<file path="src/rtl/screen_pkg.sv">
// rtl/screen_pkg.sv - scene encoding, pixel widths and fade helper for screen_controller
package screen_pkg;

    typedef enum logic [1:0] {
        SC_START = 2'd0,
        SC_PLAY  = 2'd1,
        SC_OVER  = 2'd2
    } scene_e;

    localparam int RGB_W      = 24;
    localparam int FADE_STEPS = 8;

    function automatic logic [RGB_W-1:0] fade_rgb(input logic [RGB_W-1:0] rgb,
                                                  input logic [2:0]       sh);
        return {rgb[23:16] >> sh, rgb[15:8] >> sh, rgb[7:0] >> sh};
    endfunction

endpackage

</file>
<file path="src/rtl/screen_controller_if.sv">
// rtl/screen_controller_if.sv - video timing, renderer inputs and pixel outputs of screen_controller
interface screen_controller_if;
    import screen_pkg::*;

    logic             frame_start;
    logic             visible;
    logic [RGB_W-1:0] start_rgb;
    logic [RGB_W-1:0] game_rgb;
    logic [RGB_W-1:0] over_rgb;
    logic [7:0]       r;
    logic [7:0]       g;
    logic [7:0]       b;

    modport master (
        output frame_start, visible, start_rgb, game_rgb, over_rgb,
        input  r, g, b
    );

    modport slave (
        input  frame_start, visible, start_rgb, game_rgb, over_rgb,
        output r, g, b
    );

endinterface

</file>
<file path="src/rtl/screen_controller_btn_sync_edge.sv">
// rtl/screen_controller_btn_sync_edge.sv - 2-flop synchroniser with rising-edge pulse
module btn_sync_edge (
    input  logic clk,
    input  logic rst_n,
    input  logic din,
    output logic pulse
);

    logic meta_q, meta_d;
    logic sync_q, sync_d;
    logic prev_q, prev_d;

    always_comb begin
        meta_d = din;
        sync_d = meta_q;
        prev_d = sync_q;
    end

    always_ff @(posedge clk or negedge rst_n) begin
        if (!rst_n) begin
            meta_q <= 1'b0;
            sync_q <= 1'b0;
            prev_q <= 1'b0;
        end else begin
            meta_q <= meta_d;
            sync_q <= sync_d;
            prev_q <= prev_d;
        end
    end

    assign pulse = sync_q & ~prev_q;

endmodule

</file>
<file path="src/rtl/screen_controller.sv">
// rtl/screen_controller.sv - START/PLAY/OVER scene sequencer and registered pixel mux
// Optional SCREEN_FADE_EN: per-scene fade-in over the first FADE_STEPS frames.
module screen_controller
    import screen_pkg::*;
#(
    parameter int OVER_FRAMES = 180,
    parameter int CNT_W       = 8
) (
    input  logic                clk,
    input  logic                rst_n,
    input  logic                btn_start,
    input  logic                game_over,
    screen_controller_if.slave  pix,
    output scene_e              scene,
    output logic                game_active
);

    scene_e           scene_q, scene_d;
    logic [CNT_W-1:0] cnt_q, cnt_d;
    logic             start_req_q, start_req_d;
    logic             over_req_q, over_req_d;
    logic [RGB_W-1:0] rgb_q, rgb_d;
    logic [RGB_W-1:0] sel_rgb;
    logic             btn_edge;
    logic             start_evt;
    logic             over_evt;

    btn_sync_edge u_btn_sync (
        .clk   (clk),
        .rst_n (rst_n),
        .din   (btn_start),
        .pulse (btn_edge)
    );

    always_comb begin
        // Events arriving on the frame_start cycle still belong to the ending frame.
        start_evt   = start_req_q | btn_edge;
        over_evt    = over_req_q | game_over;
        scene_d     = scene_q;
        start_req_d = pix.frame_start ? 1'b0 : start_evt;
        over_req_d  = pix.frame_start ? 1'b0 : over_evt;

        if (pix.frame_start) begin
            case (scene_q)
                SC_START: if (start_evt) scene_d = SC_PLAY;
                SC_PLAY:  if (over_evt)  scene_d = SC_OVER;
                SC_OVER: begin
                    if (start_evt)
                        scene_d = SC_PLAY;
                    else if (cnt_q == CNT_W'(OVER_FRAMES - 1))
                        scene_d = SC_START;
                end
                default:  scene_d = SC_START;
            endcase
        end

        cnt_d = cnt_q;
        if (scene_d != scene_q)
            cnt_d = '0;
        else if (pix.frame_start && (cnt_q != {CNT_W{1'b1}}))
            cnt_d = cnt_q + CNT_W'(1);

        case (scene_q)
            SC_START: sel_rgb = pix.start_rgb;
            SC_PLAY:  sel_rgb = pix.game_rgb;
            SC_OVER:  sel_rgb = pix.over_rgb;
            default:  sel_rgb = '0;
        endcase

`ifdef SCREEN_FADE_EN
        // Below FADE_STEPS, 7-cnt equals the bitwise inverse of the low three bits.
        if (cnt_q < CNT_W'(FADE_STEPS))
            sel_rgb = fade_rgb(sel_rgb, ~cnt_q[2:0]);
`endif

        rgb_d = pix.visible ? sel_rgb : '0;
    end

    always_ff @(posedge clk or negedge rst_n) begin
        if (!rst_n) begin
            scene_q     <= SC_START;
            cnt_q       <= '0;
            start_req_q <= 1'b0;
            over_req_q  <= 1'b0;
            rgb_q       <= '0;
        end else begin
            scene_q     <= scene_d;
            cnt_q       <= cnt_d;
            start_req_q <= start_req_d;
            over_req_q  <= over_req_d;
            rgb_q       <= rgb_d;
        end
    end

    assign pix.r       = rgb_q[23:16];
    assign pix.g       = rgb_q[15:8];
    assign pix.b       = rgb_q[7:0];
    assign scene       = scene_q;
    assign game_active = (scene_q == SC_PLAY);

endmodule

</file>
<file path="src/flat_wrapper.sv">
// flat-port wrapper written by rule: the top's interface ports become plain ports
module screen_controller_flat import screen_pkg::*;
#(
    parameter int OVER_FRAMES = 180,
    parameter int CNT_W       = 8
)
  (clk, rst_n, btn_start, game_over, scene, game_active, pix_frame_start, pix_visible, pix_start_rgb, pix_game_rgb, pix_over_rgb, pix_r, pix_g, pix_b);
  screen_controller_if pix_i ();
  input  logic clk;
  input  logic rst_n;
  input  logic btn_start;
  input  logic game_over;
  output scene_e scene;
  output logic game_active;
  input wire logic [$bits(pix_i.frame_start)-1:0] pix_frame_start;
  input wire logic [$bits(pix_i.visible)-1:0] pix_visible;
  input wire logic [$bits(pix_i.start_rgb)-1:0] pix_start_rgb;
  input wire logic [$bits(pix_i.game_rgb)-1:0] pix_game_rgb;
  input wire logic [$bits(pix_i.over_rgb)-1:0] pix_over_rgb;
  output wire logic [$bits(pix_i.r)-1:0] pix_r;
  output wire logic [$bits(pix_i.g)-1:0] pix_g;
  output wire logic [$bits(pix_i.b)-1:0] pix_b;
  assign pix_i.frame_start = pix_frame_start;
  assign pix_i.visible = pix_visible;
  assign pix_i.start_rgb = pix_start_rgb;
  assign pix_i.game_rgb = pix_game_rgb;
  assign pix_i.over_rgb = pix_over_rgb;
  assign pix_r = pix_i.r;
  assign pix_g = pix_i.g;
  assign pix_b = pix_i.b;
  screen_controller #(.OVER_FRAMES(OVER_FRAMES), .CNT_W(CNT_W)) u_core (.clk(clk), .rst_n(rst_n), .btn_start(btn_start), .game_over(game_over), .pix(pix_i), .scene(scene), .game_active(game_active));
endmodule
</file>
<file path="config.mk">
export PLATFORM = sky130hd
export DESIGN_NAME = screen_controller_flat
export DESIGN_NICKNAME = d
export VERILOG_FILES = /design/src/rtl/screen_pkg.sv /design/src/rtl/screen_controller_if.sv /design/src/rtl/screen_controller_btn_sync_edge.sv /design/src/rtl/screen_controller.sv /design/src/flat_wrapper.sv
export SDC_FILE = /design/constraint.sdc
export NUM_CORES = 1
export LEC_CHECK = 0
export CAP_MARGIN = 5
export CORE_UTILIZATION = 36
export DETAILED_ROUTE_END_ITERATION = 6
export PLACE_DENSITY = 0.77
export SYNTH_ARGS = -nofsm -noshare
export SYNTH_HDL_FRONTEND = slang
export SYNTH_SLANG_ARGS = --single-unit
export TNS_END_PERCENT = 30
</file>
<file path="constraint.sdc">
create_clock -name clk -period 1.7 [get_ports clk]
set_input_delay 0.51 -clock clk [delete_from_list [all_inputs] [get_ports clk]]
set_output_delay 0.51 -clock clk [all_outputs]
set_load 0.005 [all_outputs]
</file>
==> metrics.md <==
| Metric | Value |
|---|---|
| Status | `finished clean` |
| Fraction of power consumed by sequential logic | `0.400` |
| Setup repair after global routing missed its margin | `true` |
| Worst-case clock buffer depth | `2` |
| Max rail drop VDD | `roughly 430 µV` |
| Number of top-level design ports | `around 110` |
| Final Skew | `between 5 and 6 ps` |
| Number of global-route vias before repair | `~1.9k` |
| Iteration-0 DRC count of the detailed router | `51` |
| Final cell count without fillers | `slightly below 400` |
| Number of buffer cells added on primary ports | `around 100` |
| Worst Path Max Fanout | `8` |
| Root Buffer Master | `clkbuf_8` |
| Width of the die | `around 77 µm` |
| Cell taking the most area after synthesis | `dfrtp_1` |
| Wire per inst | `14.1 µm` |
| Critical Path RT | `about 1900 ps` |
| Number of detailed-routing iterations run before antenna repair | `4` |
| Hold Buf Count CTS | `0` |
| TritonCTS buffer count | `5` |
| Int Pwr | `around 2.0 mW` |
| Worst-Skew Late Latency | `280 ps` |
| Count of flip-flops with a built-in enable after synthesis | `0` |
| CTS tree | `done` |
| Kind of start point of the critical path | `flip-flop` |
| Dpl hpwl | `~4.3 mm` |
| Library cell with the highest instance count after synthesis | `dfrtp_1` |
| RePlAce Congestion | `0.867` |
| Crit path capture type | `flip-flop` |
| Final count of hold timing violations | `0` |
| Most common flop cell mapped by yosys | `dfrtp_1` |
| Maximum number of pins on one net before global-route repair | `26` |
| CTS H-Tree Depth | `2` |
| Register area share after synthesis | `0.480` |
| Aggregate global-route resource usage | `0.198` |
| Instance count after placement with tap cells included | `just under 400` |
| Number of max-cap violations | `0` |
| Area of the die | `between 5000 and 6000 µm²` |
| Number of failing setup endpoints in the final timing report | `0` |
| Critical path data arrival time | `1820 ps` |
| Number of distinct library cells after synthesis | `38` |
| Cell area after synthesis | `2030 µm²` |
| Clk pwr share | `0.206` |
| Share of flip-flops with an asynchronous set or reset after synthesis | `1.00` |
| Power Density | `850 nW/µm²` |
| Wire length of the first global-routing pass | `between 9 and 10 mm` |
| Number of flip-flops and latches in the synthesized netlist | `39` |
| Via count of the routed design | `approximately 1.9k` |
| Gate count of the mapped netlist | `roughly 210` |
| Post-Route WL | `roughly 5.5 mm` |
| Die Span Y | `77.1 µm` |
| Final Cycle Share | `0.975` |
| Clock transition time at the flip-flop clock pins of the worst setup and hold paths | `approximately 80 ps` |
| Net switching power | `roughly 0.85 mW` |
| Final min period | `between 1500 and 2000 ps` |
| Total chip power | `between 2 and 3 mW` |
| Layout area overhead | `65.3%` |
| Starting utilization of the core area | `0.386` |
| Layout Nets | `402` |
| Core Footprint | `5270 µm²` |
| Layout cells sized above 1 | `0.123` |
| Fraction of post-synthesis cell area in the top cell type by area | `0.480` |
| Post-Syn Area per Cell | `roughly 9.8 µm²` |
| Leading post-synthesis cells by cell area | `dfrtp_1 (48%), mux2i_1 (12%), and2_1 (7.7%), o21ai_0 (6.9%), nand2_1 (5.2%)` |
| Diode insertion count for antenna repair | `0` |
| Clk sinks | `39` |
| Number of max-slew violations in the final report | `0` |
| Class of the most critical hold timing path | `input pin to asynchronous set/reset pin` |
| Syn nets | `about 290` |
| Average via count per standard cell | `~4.9` |
| Number of routed nets with antenna violations | `0` |
| Total number of placement rows | `26` |
| Total number of yosys warnings | `0` |
| Remaining max-slew budget at the tightest pin | `0.727` |
| Leakage dissipation | `1.37 nW` |
| Switching part of the total | `0.300` |
| Kind of critical path | `flip-flop to flip-flop` |
| Part of the power in combinational logic | `0.394` |
| Initial antenna violation count | `0` |
| Grt total ovfl | `0` |
| DRC | `0` |
| Actual transition at the worst max-transition pin | `about 410 ps` |
| Upper clock frequency limit | `between 600 and 700 MHz` |
| Leading post-synthesis cells by instance count | `dfrtp_1 (39), nand2_1 (28), o21ai_0 (28)` |
## worst paths after layout
kind	to	from	slack (ps)	cells past startpoint
worst max-delay path	u_core.cnt_q[2]	u_core.cnt_q[0]	40	5
worst min-delay path	u_core.rgb_q[12]	rst_n	150	1
worst max register to register	u_core.cnt_q[2]	u_core.cnt_q[0]	40	5
worst min register to register	u_core.u_btn_sync.prev_d	u_core.u_btn_sync.meta_q	360	0
max in group asynchronous	u_core.rgb_q[16]	rst_n	1090	2
min in group clk	u_core.u_btn_sync.prev_d	u_core.u_btn_sync.meta_q	360	0
## final cells by class
class	instances	area [µm²]
Inverter	3	11.3
Timing Repair Buffer	123	1200
Fill cell	478	1910
Sequential cell	39	976
Clock inverter	3	15.0
Clock buffer	5	68.8
Tap cell	70	87.6
Multi-Input combinational cell	151	996
## critical path: stages (launching register included)
cell     delay (ps)
dfrtp_1         390
ha_2            200
nand2_2          50
or4b_4          510
a21oi_4         280
nor4_1          100
## state kept, by name, indices dropped and copies added, names as in the netlist
register,flops
u_core.scene,2
u_core.u_btn_sync.meta_q,1
u_core.over_req_q,1
u_core.u_btn_sync.prev_d,1
u_core.rgb_q,24
u_core.cnt_q,8
u_core.u_btn_sync.prev_q,1
u_core.start_req_q,1
## cell usage in the layout (no fill, tap or decap), drive strengths merged
master / Yosys / final
clkdlybuf4s50: 0 / 99
dfrtp: 39 / 39
o21ai: 29 / 29
nand2: 29 / 29
mux2i: 25 / 25
and2: 25 / 25
buf: 8 / 20
nor2: 7 / 7
nor3: 5 / 5
clkbuf: 6 / 5
a21oi: 5 / 5
nand3: 4 / 4
clkinv: 0 / 3
dlygate4sd2: 0 / 3
inv: 3 / 3
nor4: 3 / 3
a2111oi: 3 / 3
nor2b: 1 / 1
nand2b: 1 / 1
or4b: 1 / 1
a21boi: 1 / 1
nand3b: 1 / 1
o311ai: 1 / 1
o31ai: 1 / 1
xor2: 1 / 1
and4: 1 / 1
a41oi: 1 / 1
a31o: 1 / 1
a31oi: 1 / 1
nand4: 1 / 1
nor3b: 1 / 1
o211ai: 1 / 1
ha: 1 / 1
clkdlybuf4s15: 0 / 1
## through the flow
step	util	setup WS (ps)	cell area [µm²]	TNS, ps	hold WS, ps
floorplan	-	54.3	2030	0	214
global placement	0.616	-209	3250	-1280	337
detailed placement	0.616	-296	3250	-1800	347
CTS	0.632	-9.05	3330	-9.05	162
global route	0.637	-47.0	3360	-249	180
finish	0.637	43.1	3360	0	153
## repair_timing
action,in CTS,in global routing
pin swaps,0,2
gates cloned,0,0
resized for setup,5,5
buffers inserted,0,1
endpoints found under the setup margin,4,10
## metal layers
layer,track usage,wire [µm],up-vias
met1,0.237,2260,898
li1,-,-,950
met4,0.0642,68,0
met3,0.0405,293,4
met5,0,0,-
met2,0.352,2920,64
## logic make-up after synthesis
logic type,synth area share
DFF,0.480
adders and majority gates,0.00616
muxes,0.123
AOI/OAI and AO/OA,0.142
and+or+nand+nor,0.204
xor gates and xnor gates,0.00431
buffers and inverters,0.0400
## power groups by stage
| stage | Sequential [mW] | Clock [mW] | Combinational [mW] |
|---|---|---|---|
| floorplan | 1.16 | 0 | 0.505 |
| global placement | 1.15 | 0 | 1.09 |
| detailed placement | 1.16 | 0 | 1.12 |
| CTS | 1.14 | 0.613 | 1.12 |
| global route | 1.16 | 0.644 | 1.24 |
| finish | 1.14 | 0.589 | 1.12 |
(Power assumes the default switching activity.)
